===== config.mk =====
export PLATFORM = sky130hd
export DESIGN_NAME = uart_bus_master
export DESIGN_NICKNAME = d
export VERILOG_FILES = /design/src/rtl/uart_bus_master_pkg.sv /design/src/rtl/uart_bus_master.sv
export SDC_FILE = /design/constraint.sdc
export NUM_CORES = 1
export LEC_CHECK = 0
export ABC_AREA = 1
export ABC_CLOCK_PERIOD_IN_PS = 1900
export BUFFER_PORTS_ARGS = -buffer_cell sky130_fd_sc_hd__clkbuf_2
export CORE_UTILIZATION = 42
export DETAILED_ROUTE_END_ITERATION = 10
export REMOVE_ABC_BUFFERS = 1
export SYNTH_ARGS = -nofsm -noshare
export SYNTH_HDL_FRONTEND = slang
export SYNTH_SLANG_ARGS = --single-unit

===== constraint.sdc =====
create_clock -name clk -period 1.9 [get_ports clk]
set_clock_uncertainty 0.1 [all_clocks]
set_input_delay 0.38 -clock clk [delete_from_list [all_inputs] [get_ports clk]]
set_output_delay 0.38 -clock clk [all_outputs]
set_load 0.005 [all_outputs]

===== src/rtl/uart_bus_master_pkg.sv =====
// Shared opcode/reply bytes and FSM state encoding for the UART-driven bus master.
package uart_bus_master_pkg;

  localparam logic [7:0] OP_WRITE = 8'h57;
  localparam logic [7:0] OP_READ  = 8'h52;
  localparam logic [7:0] RSP_ACK  = 8'h4B;
  localparam logic [7:0] RSP_ERR  = 8'h3F;

  typedef enum logic [2:0] {
    S_IDLE = 3'd0,
    S_ADDR = 3'd1,
    S_DATA = 3'd2,
    S_REQ  = 3'd3,
    S_XFER = 3'd4,
    S_WAIT = 3'd5,
    S_RESP = 3'd6
  } state_t;

endpackage


===== src/rtl/uart_bus_master.sv =====
// Decodes 'W'/'R' host frames from a UART byte stream and runs one word transaction
// on the SoC bus per frame, replying 'K', four read-data bytes, or '?'.
//
// state  | meaning
// IDLE   | waiting for a command byte
// ADDR   | shifting in 4 address bytes (big-endian)
// DATA   | shifting in 4 write-data bytes (write only)
// REQ    | bus_req high, waiting for bus_grant
// XFER   | single-cycle writeenable/readenable strobe
// WAIT   | read latency countdown, readdata captured on last cycle
// RESP   | handing reply bytes to the UART transmitter
module uart_bus_master
  import uart_bus_master_pkg::*;
#(
  parameter int READ_LATENCY = 1,
  parameter int TIMEOUT      = 1000000
) (
  input  logic        clk,
  input  logic        reset_n,
  input  logic [7:0]  rx_data,
  input  logic        rx_valid,
  output logic [7:0]  tx_data,
  output logic        tx_valid,
  input  logic        tx_ready,
  output logic        bus_req,
  input  logic        bus_grant,
  output logic [29:0] address,
  output logic [31:0] writedata,
  output logic        writeenable,
  output logic        readenable,
  output logic [3:0]  byteena,
  input  logic [31:0] readdata
);

  localparam int TW = $clog2(TIMEOUT + 1);
  localparam logic [TW-1:0] TO_LOAD  = TW'(TIMEOUT - 1);
  localparam logic [2:0]    LAT_LOAD = 3'(READ_LATENCY - 1);

  state_t        state_q;
  logic          is_write_q;
  logic [1:0]    byte_cnt_q;
  logic [TW-1:0] to_cnt_q;
  logic [2:0]    lat_cnt_q;
  logic [31:0]   addr_q;
  logic [31:0]   data_q;
  logic [31:0]   resp_q;
  logic [1:0]    resp_left_q;
  logic [7:0]    tx_data_q;
  logic          tx_valid_q;
  logic          bus_req_q;
  logic          we_q;
  logic          re_q;

  always_ff @(posedge clk or negedge reset_n) begin
    if (!reset_n) begin
      state_q     <= S_IDLE;
      is_write_q  <= 1'b0;
      byte_cnt_q  <= '0;
      to_cnt_q    <= '0;
      lat_cnt_q   <= '0;
      addr_q      <= '0;
      data_q      <= '0;
      resp_q      <= '0;
      resp_left_q <= '0;
      tx_data_q   <= '0;
      tx_valid_q  <= 1'b0;
      bus_req_q   <= 1'b0;
      we_q        <= 1'b0;
      re_q        <= 1'b0;
    end else begin
      case (state_q)
        S_IDLE: begin
          if (rx_valid) begin
            byte_cnt_q <= '0;
            to_cnt_q   <= TO_LOAD;
            if (rx_data == OP_WRITE || rx_data == OP_READ) begin
              is_write_q <= (rx_data == OP_WRITE);
              state_q    <= S_ADDR;
            end else begin
              tx_data_q   <= RSP_ERR;
              tx_valid_q  <= 1'b1;
              resp_left_q <= 2'd0;
              state_q     <= S_RESP;
            end
          end
        end

        S_ADDR, S_DATA: begin
          if (rx_valid) begin
            to_cnt_q   <= TO_LOAD;
            byte_cnt_q <= byte_cnt_q + 2'd1;
            if (state_q == S_ADDR) addr_q <= {addr_q[23:0], rx_data};
            else                   data_q <= {data_q[23:0], rx_data};
            if (byte_cnt_q == 2'd3) begin
              if (state_q == S_ADDR && is_write_q) begin
                state_q <= S_DATA;
              end else begin
                state_q   <= S_REQ;
                bus_req_q <= 1'b1;
              end
            end
          end else if (to_cnt_q == '0) begin
            state_q <= S_IDLE;
          end else begin
            to_cnt_q <= to_cnt_q - 1'b1;
          end
        end

        S_REQ: begin
          if (bus_grant) begin
            we_q    <= is_write_q;
            re_q    <= !is_write_q;
            state_q <= S_XFER;
          end
        end

        S_XFER: begin
          we_q <= 1'b0;
          re_q <= 1'b0;
          if (is_write_q) begin
            bus_req_q   <= 1'b0;
            tx_data_q   <= RSP_ACK;
            tx_valid_q  <= 1'b1;
            resp_left_q <= 2'd0;
            state_q     <= S_RESP;
          end else begin
            lat_cnt_q <= LAT_LOAD;
            state_q   <= S_WAIT;
          end
        end

        S_WAIT: begin
          if (lat_cnt_q == 3'd0) begin
            bus_req_q   <= 1'b0;
            resp_q      <= readdata;
            tx_data_q   <= readdata[31:24];
            tx_valid_q  <= 1'b1;
            resp_left_q <= 2'd3;
            state_q     <= S_RESP;
          end else begin
            lat_cnt_q <= lat_cnt_q - 3'd1;
          end
        end

        S_RESP: begin
          if (tx_ready) begin
            if (resp_left_q == 2'd0) begin
              tx_valid_q <= 1'b0;
              state_q    <= S_IDLE;
            end else begin
              // resp_q[31:24] is the byte just accepted; the next one sits below it
              tx_data_q   <= resp_q[23:16];
              resp_q      <= {resp_q[23:0], 8'h00};
              resp_left_q <= resp_left_q - 2'd1;
            end
          end
        end

        default: state_q <= S_IDLE;
      endcase
    end
  end

  // Byte-address bits [1:0] carry no meaning on a word bus.
  logic unused_addr_lsb;
  assign unused_addr_lsb = ^addr_q[1:0];

  assign tx_data     = tx_data_q;
  assign tx_valid    = tx_valid_q;
  assign bus_req     = bus_req_q;
  assign address     = addr_q[31:2];
  assign writedata   = data_q;
  assign writeenable = we_q;
  assign readenable  = re_q;
  assign byteena     = 4'hF;

endmodule


# [Word-level counts from Yosys, hierarchy flattened]
# Cells that the tools add are included.
[op_classes] reduce_logical=26 n_mux=57 add_sub_neg=4 bitwise_logic=1 n_eq_ne=25
[op_table] op="2-to-1 mux 24 bit" n=3
[op_table] op="2-to-1 mux 20 bit" n=3
[op_table] op="2-to-1 mux 8 bit" n=6
[op_table] op="one-hot mux 24 bit (2 select lines)" n=1
[op_table] op="one-hot mux 20 bit (2 select lines)" n=1
[op_table] op="2-to-1 mux 3 bit" n=11
[op_table] op="one-hot mux 8 bit (4 select lines)" n=1
[op_table] op="!= test 2 bit (second input constant)" n=13
[op_table] op="AND reduction 7 bit" n=3
[op_table] op="zero test 20 bit" n=1
[op_table] op="subtractor 20 x 1 -> 20 bit (second input constant)" n=1
[op_table] op="2-to-1 mux 2 bit" n=9
[op_table] op="one-hot mux 3 bit (6 select lines)" n=1
[op_table] op="AND reduction 3 bit" n=6
[op_table] op="== test 8 x 7 -> 1 bit (second input constant)" n=2
[op_table] op="2-to-1 mux 1 bit" n=14
[op_table] op="== test 3 bit (second input constant)" n=3
[op_table] op="!= test 3 bit (second input constant)" n=3
[op_table] op="one-hot mux 2 bit (4 select lines)" n=1
[op_table] op="nonzero test 2 bit" n=4
[op_table] op="== test 3 x 2 -> 1 bit (second input constant)" n=2
[op_table] op="zero test 3 bit" n=2
[op_table] op="one-hot mux 3 bit (2 select lines)" n=1
[op_table] op="AND reduction 6 bit" n=1
[op_table] op="19 further kinds" n=20
[totals] word_cells=127 register_bits=131 inputBits=45

# [Depth between registers and ports, before layout]
[depth] word_depth=6 mapped_depth=11 mapped_depth_nobuf=11

# [Worst setup path after synthesis]
# OpenSTA, ideal clock, no wires.
[synth_timing] path_kind="register -> register" startpoint="reg to_cnt_q[0]" endpoint="reg to_cnt_q[7]" t_arrival_ns=1.432 period_less_slack_ns=1.649 required_ns=1.683 path_buffers=1 path_slack_ns=0.251 path_stages_with_launch=11 path_cell_list="dfrtp_1 > inv_1 > ha_1 > nand2_1 > nor2_1 > nand4_2 > nand2_4 > inv_2 > buf_6 > nand3_1 > nand2_1"
[synth_between] elab_chain_len=4
[synth_rtl] element="start, declared" line_no="uart_bus_master.sv:42" rtl="logic [TW-1:0] to_cnt_q;"
[synth_rtl] element="start signal, assigned" line_no="uart_bus_master.sv:105" rtl="to_cnt_q <= to_cnt_q - 1'b1;"
[synth_rtl] element="subtractor 20 x 1 -> 20 bit" line_no="uart_bus_master.sv:105"
[synth_rtl] element="2-to-1 mux 20 bit" line_no="uart_bus_master.sv:102" rtl="end else if (to_cnt_q == '0) begin"
[synth_rtl] element="2-to-1 mux 20 bit" line_no="uart_bus_master.sv:89" rtl="if (rx_valid) begin"
[synth_rtl] element="one-hot mux 20 bit (2 select lines)" line_no="uart_bus_master.sv:71" rtl="case (state_q)"
# Parallel ways exist; a longest one is shown, timed or not. The select of a mux whose other input is x is not followed.
# A chain may end at the register's enable or synchronous reset.

# [Final worst setup path]
[layout_timing] startpoint="reg lat_cnt_q[0]" endpoint="reg tx_data_q[1] (netlist: tx_data[1])"
[layout_between] elab_chain_len=3
[layout_rtl] element="start, declared" line_no="uart_bus_master.sv:43" rtl="logic [2:0] lat_cnt_q;"
[layout_rtl] element="start signal, assigned" line_no="uart_bus_master.sv:141" rtl="lat_cnt_q <= lat_cnt_q - 3'd1;"
[layout_rtl] element="zero test 3 bit" line_no="uart_bus_master.sv:133" rtl="if (lat_cnt_q == 3'd0) begin"
[layout_rtl] element="!= test 2 bit (no source line)"
[layout_rtl] element="AND reduction 7 bit (no source line)"
[layout_rtl] element="end signal, assigned" line_no="uart_bus_master.sv:136" rtl="tx_data_q <= readdata[31:24];"
[layout_rtl] element="end signal, assigned" line_no="uart_bus_master.sv:152" rtl="tx_data_q <= resp_q[23:16];"
[layout_rtl] element="end, declared" line_no="uart_bus_master.sv:48" rtl="logic [7:0] tx_data_q;"
# Every way passes these cells.

==> impl_metrics.toml <==
[timing]
timing.final.max_slew_violations = 0
max_freq_mhz = 580.5
fin_tns_setup_ns = 0
timing.final.crit_share_pct = 90.66
finalHoldViolations = 0
timing.final.crit_period_ns = 1.723
setup_viol = 0
rsz0062_at_grt = "no"

[floorplan]
num_rows = 45
die_area_um2 = 15910
core_um2 = 15150
start_util_pct = 42.74
die-width_um = 126.2
io_pins = 123
die_y_um = 126.2

[setup_path]
end_kind = "register"
crit_slowest_cell = "dfrtp_1"
worstPathCellList = "inv_1, ha_1, nand2_1, nand3_1, nand3_1, nor2_1, nand2_1, nand2_1, nand2_1"
crit_type = "reg2reg"
startpoint = "lat_cnt_q[0]"
max_stage_delay_ns = 0.39
cp.required_ns = 2.11
crit_arrival_ns = 1.94
worst_path_most_repeated_cell = "nand2_1"
cp_max_fo = 10
reg2reg_from = "lat_cnt_q[0]"
critPathTopFamily = "simple AND/OR/NAND/NOR gates"
cp-start-kind = "register"
critPathBufInv = 1

[synthesis]
synth_area_um2 = 6474
ys_ff_latch = 131
synth_flop_cell = "dfrtp_1"
synthCells = 800
ys_seq_area_share_pct = 50.64
synth_warnings = 0
avgSynthCellArea_um2 = 8.092
synth_edf_count = 0
synthDistinctLibCells = 35
postSynth.asyncResetShare_pct = 100.0

[grt]
antenna_found_initial = 0
grt_pass1_wl_mm = 24.16
grt.total_usage_pct = 19.17
grt_max_degree = 58
overflow = 0
grt_pass1_vias = 5053

[final_layout]
area_growth_pct = 20.39
nNetsFinal = 955
final_layout_size_suffix_gt1_share_pct = 24.21
antenna_cells = 0

[clock_network]
htreeDepth = 4
root_buffer = "clkbuf_16"
postCtsSetupRepairBufs = 0
cts_sinks = 131
clockBufferDepth = 2
tritoncts = "built"
path_clk_slew_ns = 0.07
clk_latency_ns = 0.42
numCtsBuffers = 17

[detailed_routing]
via_per_inst = 4.815
via_count = 5321
routed_wl_mm = 14.19
antenna_left = 0
drc = 0
drt-pass1-iter-count = 6
wire_per_inst_um = 12.84
drt_iter0_drc = 255

[power_and_ir_drop]
power_density_nw_per_um2 = 1633
p_total_uw = 12730
ir_drop_mv = 0.7676
p_leak_uw = 0.004120

[min_path]
worstHoldPathType = "in2reg"
min_from = "readdata[5]"

[outcome]
status = "complete, no violations"

[placement]
portBuffers = 118
gp_congestion = 0.8253
dp_hpwl_mm = 10.14

[flow_run]
cap_violations = 0
==> placed cells by master (no fill, tap or decap), drive strengths merged <==
master and n:
a31oi 12, nand3 59, clkinv 1, o211ai 5
o21ai 70, o22ai 1, bufinv 1, a22oi 1
xnor2 2, a22o 1, o31ai 1, nor2 61
inv 92, clkinvlp 4, clkbuf 134, ha 6
nand2 256, nand4 21, mux2 7, dfrtp 131
conb 4, dlygate4sd3 1, buf 27, a21oi 14
or2 3, nor3 2
==> cells by family after synthesis <==
family	Yosys count	synth area share (%)
buffers and inverters	146	11.07
adders and majority gates	6	1.160
other	1	0.05793
and+or+nand+nor	402	26.48
AOI/OAI and AO/OA	105	9.103
DFF	131	50.64
xor gates and xnor gates	2	0.2706
muxes	7	1.218
==> worst reg2reg max path: stages, from the launching register on <==
cell	delay, ns
dfrtp_1	0.39
inv_1	0.09
ha_1	0.15
nand2_1	0.05
nand3_1	0.12
nand3_1	0.14
nor2_1	0.16
nand2_1	0.23
nand2_1	0.13
nand2_1	0.05
==> sequential cells by signal, indices dropped and copies added (netlist names) <==
register and flops:
tx_data 8, readenable 1, bus_req 1, resp_q 24, writedata 32, to_cnt_q 20, tx_valid 1, byte_cnt_q 2
resp_left_q 2, state_q 3, addr_q 32, is_write_q 1, writeenable 1, lat_cnt_q 3
==> path summary, 6_finish.rpt <==
kind / endpoint / slack, ns / cells after the start
max: tx_data[1] / 0.18 / 9
min: resp_q[5] / 0.08 / 3
max reg2reg: tx_data[1] / 0.18 / 9
min reg2reg: writedata[26] / 0.38 / 2
max in group asynchronous: to_cnt_q[2] / 0.72 / 3
min in group asynchronous: writedata[30] / 0.35 / 2
==> where the power goes <==
| group | leakage (µW) | switching [µW] | total, µW | internal (µW) |
|---|---|---|---|---|
| clock network | 0.000279 | 1410 | 3280 | 1870 |
| logic | 0.00223 | 2830 | 4750 | 1910 |
| registers | 0.00162 | 748 | 4700 | 3960 |
| total | 0.00412 | 4990 | 12700 | 7740 |
==> repair_timing <==
item | CTS | global route
hold buffers | 1 | 0
endpoints found under the setup margin | 0 | 20
resized for setup | 0 | 4
hold endpoints to repair | 44 | 0
==> per-layer routing <==
metal | part of all wire [%] | up-vias | GRT usage (%)
met3 | 4.4 | 8 | 5.565
met4 | 0.87 | 0 | 5.528
li1 | - | 2749 | -
met1 | 49 | 2444 | 26.43
met2 | 45 | 120 | 29.28
met5 | 0 | - | 0
==> stage by stage <==
stage	setup WS, ns	hold slack (ns)	cells	utilization, %	cell area [µm²]
floorplan	-0.8775	-0.01559	740	-	6080
global placement	0.1276	0.2526	1072	47.42	7182
detailed placement	0.1478	0.2489	1072	47.42	7182
CTS	0.1133	0.06424	1105	51.40	7785
global route	0.01257	0.06831	1105	51.46	7794
finish	0.1775	0.08432	1105	51.46	7794
==> cell type report <==
class                           count  area [µm²]
Sequential cell                   131        3279
Clock inverter                     15       167.7
Clock buffer                       17       425.4
Tap cell                          188       235.2
Inverter                           83       311.5
Timing Repair Buffer              145       864.6
Multi-Input combinational cell    526        2510
Fill cell                        1433        7352
==> synth_stat cells (2+ instances only) <==
library cell / count / area, µm²
or2_2: 3 / 18.77
nor3_1: 2 / 10.01
dfrtp_1: 131 / 3278
buf_2: 9 / 45.04
nand2_2: 3 / 18.77
inv_1: 75 / 281.5
nor2_1: 56 / 210.2
buf_6: 2 / 22.52
o211ai_1: 5 / 37.54
nand3_1: 53 / 265.3
o21ai_0: 40 / 200.2
o21ai_1: 24 / 120.1
nand4_1: 20 / 125.1
xnor2_1: 2 / 17.52
nand2_1: 252 / 945.9
a31oi_1: 12 / 75.07
o21ai_2: 6 / 52.55
a21oi_1: 13 / 65.06
mux2_2: 7 / 78.83
clkbuf_1: 13 / 48.80
ha_1: 6 / 75.07
buf_4: 38 / 285.3
nand3_2: 6 / 60.06
inv_2: 8 / 30.03
nor2_2: 4 / 25.02
No activity file was read; power rests on OpenSTA's default activity.
